<file path="config.mk">
export PLATFORM = sky130hd
export DESIGN_NAME = cpld_uart_responder
export DESIGN_NICKNAME = d
export VERILOG_FILES = /design/src/rtl/cpld_uart_responder.sv
export SDC_FILE = /design/constraint.sdc
export NUM_CORES = 1
export LEC_CHECK = 0
export BUFFER_PORTS_ARGS = -buffer_cell sky130_fd_sc_hd__buf_2
export CAP_MARGIN = 20
export CELL_PAD_IN_SITES_DETAIL_PLACEMENT = 0
export CELL_PAD_IN_SITES_GLOBAL_PLACEMENT = 2
export CORE_MARGIN = 2
export CORE_UTILIZATION = 39
export CTS_BUF_LIST = sky130_fd_sc_hd__clkbuf_4 sky130_fd_sc_hd__clkbuf_8
export DETAILED_ROUTE_END_ITERATION = 12
export GPL_ROUTABILITY_DRIVEN = 0
export PLACE_DENSITY_LB_ADDON = 0.1
export REMOVE_ABC_BUFFERS = 1
export SYNTH_ARGS = -nofsm -noshare
export SYNTH_HDL_FRONTEND = slang
export SYNTH_SLANG_ARGS = --single-unit
</file>
<file path="constraint.sdc">
create_clock -name clk -period 2.1 [get_ports clk]
set_clock_uncertainty 0.1 [all_clocks]
set_input_delay 0.21 -clock clk [delete_from_list [all_inputs] [get_ports clk]]
set_output_delay 0.21 -clock clk [all_outputs]
set_load 0.02 [all_outputs]
</file>
<file path="src/rtl/cpld_uart_responder.sv">
// cpld_uart_responder: MMU-strobe-facing UART (8N1 TX + RX) standing in for the board CPLD.
// Latency: write strobe -> tbre low 3 clk after the falling edge; rx byte -> dataready about 9.5 bit times after the start edge.
// Backpressure: a write while tbre=0 is dropped; a full rx buffer overwrites its newest byte.
//
// Ports:
//   clk, rst          : system clock (rising edge), synchronous active-high reset
//   uart_rdn/uart_wrn : active-low read/write strobes from the MMU (asynchronous, synchronised here)
//   bus_din           : base_ram_data[7:0] as driven by the MMU (write data)
//   bus_dout, bus_oe  : read data and tri-state enable for base_ram_data[7:0]
//   uart_dataready    : rx buffer holds at least one byte
//   uart_tbre         : transmit holding register empty
//   uart_tsre         : transmit shift register empty (line idle)
//   txd, rxd          : serial line, idle high
// Build option: define UART_RX_FIFO_EN for a 4-entry rx FIFO; otherwise the rx buffer is one byte.
module cpld_uart_responder #(
  parameter int CLK_FREQ = 50000000,
  parameter int BAUD     = 115200
) (
  input  logic       clk,
  input  logic       rst,
  input  logic       uart_rdn,
  input  logic       uart_wrn,
  input  logic [7:0] bus_din,
  output logic [7:0] bus_dout,
  output logic       bus_oe,
  output logic       uart_dataready,
  output logic       uart_tbre,
  output logic       uart_tsre,
  output logic       txd,
  input  logic       rxd
);

  localparam int DIV_RAW  = CLK_FREQ / BAUD;
  localparam int BAUD_DIV = (DIV_RAW < 4) ? 4 : DIV_RAW;
  localparam int CW       = $clog2(BAUD_DIV);
  localparam logic [CW-1:0] DIV_LAST  = CW'(BAUD_DIV - 1);
  localparam logic [CW-1:0] HALF_LAST = CW'(BAUD_DIV / 2 - 1);

  // ---------------------------------------------------------------------------
  // Synchronisers: [0] first flop, [1] synchronised value, [2] previous [1] for edges
  // ---------------------------------------------------------------------------
  logic [2:0] rdn_sync, wrn_sync, rxd_sync;

  always_ff @(posedge clk) begin
    if (rst) begin
      rdn_sync <= 3'b111;
      wrn_sync <= 3'b111;
      rxd_sync <= 3'b111;
    end else begin
      rdn_sync <= {rdn_sync[1:0], uart_rdn};
      wrn_sync <= {wrn_sync[1:0], uart_wrn};
      rxd_sync <= {rxd_sync[1:0], rxd};
    end
  end

  logic wr_fall, rd_rise, rx_fall, rx_in;
  assign wr_fall = wrn_sync[2] & ~wrn_sync[1];
  assign rd_rise = ~rdn_sync[2] & rdn_sync[1];
  assign rx_fall = rxd_sync[2] & ~rxd_sync[1];
  assign rx_in   = rxd_sync[1];

  // ---------------------------------------------------------------------------
  // Transmitter
  // ---------------------------------------------------------------------------
  typedef enum logic [1:0] {TX_IDLE, TX_START, TX_DATA, TX_STOP} tx_state_t;

  tx_state_t     tx_state, tx_state_nx;
  logic [CW-1:0] tx_cnt;
  logic [2:0]    tx_bit;
  logic [7:0]    tx_shift, tx_hold;
  logic          tbre, tsre;
  logic          tx_tick, tx_load, tx_done;

  assign tx_tick = (tx_cnt == DIV_LAST);

  always_comb begin
    tx_state_nx = tx_state;
    tx_load     = 1'b0;
    tx_done     = 1'b0;
    case (tx_state)
      TX_IDLE: begin
        if (!tbre) begin
          tx_load     = 1'b1;
          tx_state_nx = TX_START;
        end
      end
      TX_START: if (tx_tick) tx_state_nx = TX_DATA;
      TX_DATA:  if (tx_tick && tx_bit == 3'd7) tx_state_nx = TX_STOP;
      TX_STOP: begin
        if (tx_tick) begin
          // A byte already waiting in the holding register goes out with no idle gap.
          if (!tbre) begin
            tx_load     = 1'b1;
            tx_state_nx = TX_START;
          end else begin
            tx_done     = 1'b1;
            tx_state_nx = TX_IDLE;
          end
        end
      end
      default: tx_state_nx = TX_IDLE;
    endcase
  end

  always_ff @(posedge clk) begin
    if (rst) tx_state <= TX_IDLE;
    else     tx_state <= tx_state_nx;
  end

  always_ff @(posedge clk) begin
    if (rst) begin
      tx_cnt   <= '0;
      tx_bit   <= '0;
      tx_shift <= '0;
      tx_hold  <= '0;
      tbre     <= 1'b1;
      tsre     <= 1'b1;
    end else begin
      tx_cnt <= (tx_state == TX_IDLE || tx_tick) ? '0 : tx_cnt + 1'b1;
      if (tx_load) begin
        tx_shift <= tx_hold;
        tx_bit   <= '0;
        tbre     <= 1'b1;
        tsre     <= 1'b0;
      end else if (tx_state == TX_DATA && tx_tick) begin
        tx_shift <= {1'b0, tx_shift[7:1]};
        tx_bit   <= tx_bit + 1'b1;
      end
      if (tx_done) tsre <= 1'b1;
      // tx_load only fires with tbre=0, so it never competes with an accepted write.
      if (wr_fall && tbre) begin
        tx_hold <= bus_din;
        tbre    <= 1'b0;
      end
    end
  end

  always_comb begin
    txd = 1'b1;
    if (tx_state == TX_START)     txd = 1'b0;
    else if (tx_state == TX_DATA) txd = tx_shift[0];
  end

  assign uart_tbre = tbre;
  assign uart_tsre = tsre;

  // ---------------------------------------------------------------------------
  // Receiver
  // ---------------------------------------------------------------------------
  typedef enum logic [1:0] {RX_IDLE, RX_START, RX_DATA, RX_STOP} rx_state_t;

  rx_state_t     rx_state, rx_state_nx;
  logic [CW-1:0] rx_cnt;
  logic [2:0]    rx_bit;
  logic [7:0]    rx_shift;
  logic          rx_tick, rx_half, rx_sample, rx_push;

  assign rx_tick = (rx_cnt == DIV_LAST);
  assign rx_half = (rx_cnt == HALF_LAST);

  always_comb begin
    rx_state_nx = rx_state;
    rx_sample   = 1'b0;
    rx_push     = 1'b0;
    case (rx_state)
      RX_IDLE:  if (rx_fall) rx_state_nx = RX_START;
      // Mid start bit: a line already back high was a glitch.
      RX_START: if (rx_half) rx_state_nx = rx_in ? RX_IDLE : RX_DATA;
      RX_DATA: begin
        if (rx_tick) begin
          rx_sample = 1'b1;
          if (rx_bit == 3'd7) rx_state_nx = RX_STOP;
        end
      end
      RX_STOP: begin
        if (rx_tick) begin
          rx_push     = rx_in;  // stop bit low = framing error, byte dropped
          rx_state_nx = RX_IDLE;
        end
      end
      default: rx_state_nx = RX_IDLE;
    endcase
  end

  always_ff @(posedge clk) begin
    if (rst) rx_state <= RX_IDLE;
    else     rx_state <= rx_state_nx;
  end

  always_ff @(posedge clk) begin
    if (rst) begin
      rx_cnt   <= '0;
      rx_bit   <= '0;
      rx_shift <= '0;
    end else begin
      // The half-bit point re-phases the counter so data samples land mid-bit.
      if (rx_state == RX_IDLE || (rx_state == RX_START && rx_half) || rx_tick)
        rx_cnt <= '0;
      else
        rx_cnt <= rx_cnt + 1'b1;
      if (rx_state == RX_IDLE) begin
        rx_bit <= '0;
      end else if (rx_sample) begin
        rx_shift <= {rx_in, rx_shift[7:1]};
        rx_bit   <= rx_bit + 1'b1;
      end
    end
  end

  // ---------------------------------------------------------------------------
  // Rx buffer and read path
  // ---------------------------------------------------------------------------
  logic [7:0] rx_head;

`ifdef UART_RX_FIFO_EN
  logic [7:0] fifo_mem [4];
  logic [1:0] wr_ptr, rd_ptr;
  logic [2:0] count;
  logic       pop, full_hold, push_new;

  // Pop is evaluated first: a simultaneous pop frees a slot for the incoming byte.
  assign pop       = rd_rise && (count != 3'd0);
  assign full_hold = (count == 3'd4) && !pop;
  assign push_new  = rx_push && !full_hold;

  always_ff @(posedge clk) begin
    if (rst) begin
      for (int i = 0; i < 4; i++) fifo_mem[i] <= '0;
      wr_ptr <= '0;
      rd_ptr <= '0;
      count  <= '0;
    end else begin
      if (rx_push && full_hold) begin
        fifo_mem[wr_ptr - 2'd1] <= rx_shift;  // overrun replaces the newest byte
      end else if (push_new) begin
        fifo_mem[wr_ptr] <= rx_shift;
        wr_ptr           <= wr_ptr + 2'd1;
      end
      if (pop) rd_ptr <= rd_ptr + 2'd1;
      case ({push_new, pop})
        2'b10:   count <= count + 3'd1;
        2'b01:   count <= count - 3'd1;
        default: count <= count;
      endcase
    end
  end

  assign rx_head        = fifo_mem[rd_ptr];
  assign uart_dataready = (count != 3'd0);
`else
  logic [7:0] rx_buf;
  logic       rx_full;

  always_ff @(posedge clk) begin
    if (rst) begin
      rx_buf  <= '0;
      rx_full <= 1'b0;
    end else if (rx_push) begin
      rx_buf  <= rx_shift;  // push wins over a same-cycle pop
      rx_full <= 1'b1;
    end else if (rd_rise) begin
      rx_full <= 1'b0;
    end
  end

  assign rx_head        = rx_buf;
  assign uart_dataready = rx_full;
`endif

  assign bus_oe   = ~rdn_sync[1];
  assign bus_dout = bus_oe ? rx_head : 8'h00;

endmodule
</file>
==> metrics.txt <==
Fin Hold WS=0.203 ns; DR WL/cell=12.0 um; pin count of the biggest net entering global routing=30; worst vdd ir=0.000442 V; RSZ-0062 raised after global routing=no; final worst-path cycle share=0.903; CP Data Arrival Time=1.59 ns; number of global-route vias before repair=about 2200; Worst path top cell family by delay=buffers and inverters; IO Port Bufs=25; H-tree levels=3; type of the tightest min-delay check=input port to flip-flop; met2 WL post-DR=2600 um; clock sink count=72; post-synth cell types=42; antenna-violating nets left=0; MaxCap Viol Count=0; critical path peak fanout=10; Die ar.=~0.0086 sq mm; Worst slew margin=0.679; Psw=0.795 mW; min Tclk post-route=1.90 ns; CTS tree=built; WS Path Type=flip-flop to primary output; clock latency on the worst-skew pair=between 0.3 and 0.4 ns; final hold violations=0; sequential-to-total area share from yosys stat=0.468; initial antenna violation count=0; Bufs and invs on worst path=3; CTS Buffer Depth=2; share of layout cells above drive strength 1=0.186; critical path's slowest cell=dfxtp_1; Area Growth Syn to Fin=20.2%; via/cell ratio=4.74; Ports=26; Net Sw Frac=0.250; Reg clk slew, reported paths=0.08 ns; Slew @ Worst Pin=slightly below 0.5 ns; LEAKAGE=1.45 nW; Synth Area per Inst=around 9.5 sq um; crit start category=flip-flop; Routed WL=5670 um; CORE AREA=0.00769 sq mm; area share of the largest cell type after synthesis=0.468; sequential power share=0.461; top cells by count, synth=72 x dfxtp_1, 58 x nor2_1, 29 x mux2i_1; clock power share=0.398; Crit path largest cell delay=0.39 ns; initial drt markers=62; combinational power share=0.141; DR top layer=met4; Fmax achieved=527 MHz; Initial Utilization=0.400; CTS root buf=clkbuf_8; Overall Power=3.17 mW; CP cell instances=inv_1 > ha_1 > buf_4 > a21oi_2 > buf_2; final HPWL from detailed placement=3820 um; Die X=around 93 um; cell count after synthesis=324; via count=2236; M1 WL=2830 um; grt ovf=0; synth warn=0; run status=finished clean; flops & latches, synth=72; nets=392; number of synthesized flops with an enable pin=0; DR WL met3=around 180 um; Worst EP required=1.79 ns; post-synth top area cell=dfxtp_1; filler instances=797; overall routing resource usage=0.147; pins over their slew limit=0; DRT Pass-1 Iters=4; Internal=2.38 mW; # setup viols final=0; setup TNS=0 ns; Core Rows=32; asr flop ratio synth=0; Die Height=slightly above 90 um; Cell Area, Synth=0.00308 sq mm; predominant post-synthesis flop cell=dfxtp_1; DRC=0; Num CTS Buffers=9; CP Capture Type=primary output; ANT cells=0; ranking of synthesized cells by area=dfxtp_1 47%, mux2i_1 9.4%, nor2_1 7.1%; Power Dens Cells=about 860 mW/mm^2; cell with the most instances after synthesis=dfxtp_1; first-pass GRT wire length=10100 um
[cell families (layout without fill, tap and decap cells)]
family | count (synthesis) | count (layout) | synth area share
xor gates and xnor gates | 16 | 16 | 0.0455
AOI/OAI and AO/OA | 27 | 27 | 0.0699
buffers and inverters | 27 | 73 | 0.0366
adders and majority gates | 14 | 14 | 0.0569
muxes | 29 | 29 | 0.0943
and+or+nand+nor | 139 | 139 | 0.228
DFF | 72 | 72 | 0.468
[path summary, 6_finish.rpt]
kind                            startpoint                  endpoint  slack, ns  depth (start not counted)
hold / removal                         rst   tx_hold[6]$_SDFFE_PP0P_       0.20                          2
hold reg to reg     rdn_sync[0]$_SDFF_PP1_    rdn_sync[1]$_SDFF_PP1_       0.31                          1
setup reg to reg  tx_state[0]$_SDFFE_PP0P_  tx_shift[0]$_SDFFE_PP0P_       0.21                          6
setup / recovery  tx_state[0]$_SDFFE_PP0P_                       txd       0.20                          5
[sequential cells by signal (all words and copies together), names as in the netlist, 8 cells and up, named ones only]
signal	count
rx_cnt	9
tx_cnt	9
rx_buf	8
rx_shift	8
tx_hold	8
tx_shift	8
[worst register-to-register path: cells and delay by family, from the launching register on]
family,cells,cell delay [ns]
AOI/OAI and AO/OA,2,0.65
adders and majority gates,1,0.26
buffers and inverters,1,0.11
and+or+nand+nor,2,0.28
DFF,1,0.39
[layout make-up]
cell class / instances / area (sq um) / area share
Multi-Input combinational cell: 225 / 1540 / 0.416
Sequential cell: 72 / 1440 / 0.390
Timing Repair Buffer: 46 / 310 / 0.0839
Clock buffer: 12 / 165 / 0.0447
Tap cell: 102 / 128 / 0.0345
Clock inverter: 4 / 75.1 / 0.0203
Inverter: 11 / 41.3 / 0.0112
[repair_timing]
item	4_1_cts	5_1_grt
hold endpoints to repair	11	0
resized for setup	0	3
setup endpoints to repair	0	9
hold buffers	11	0
setup buffers	0	0
[metal layers]
metal  track usage  up-vias
li1              -     1189
met1         0.192     1016
met2         0.227       25
met3        0.0513        6
met4        0.0478        0
met5             0        -
[cell usage in the layout (no fill, tap or decap), types with 4 or more instances in the layout]
cell type / synthesis / routed
nor2b_1: 9 / 9
buf_2: 6 / 25
ha_1: 14 / 14
dlygate4sd3_1: 0 / 11
inv_1: 11 / 11
or2_2: 10 / 10
a311oi_1: 8 / 8
xor2_1: 12 / 12
nand2_1: 16 / 16
mux2i_1: 29 / 29
dfxtp_1: 72 / 72
nand3_1: 15 / 15
nand4_1: 5 / 5
xnor2_1: 4 / 4
clkbuf_8: 0 / 12
buf_4: 1 / 10
nor3_1: 5 / 5
nor2_1: 58 / 58
nand2b_1: 4 / 4
[power groups by stage]
| stage | sequential, mW | clock (mW) | combinational, mW |
|---|---|---|---|
| floorplan | 1.49 | 0 | 0.283 |
| global placement | 1.49 | 0 | 0.420 |
| detailed placement | 1.49 | 0 | 0.420 |
| CTS | 1.46 | 1.32 | 0.438 |
| global route | 1.47 | 1.37 | 0.511 |
| finish | 1.46 | 1.26 | 0.448 |
[stage by stage]
step | cell area (sq um) | worst slack (ns) | cells | util
CTS | 3680 | 0.101 | 472 | 0.479
floorplan | 3010 | -0.0572 | 308 | -
global route | 3700 | 0.0114 | 472 | 0.481
global placement | 3330 | 0.194 | 445 | 0.434
detailed placement | 3330 | 0.123 | 445 | 0.434
finish | 3700 | 0.203 | 472 | 0.481
(Power assumes the default switching activity.)
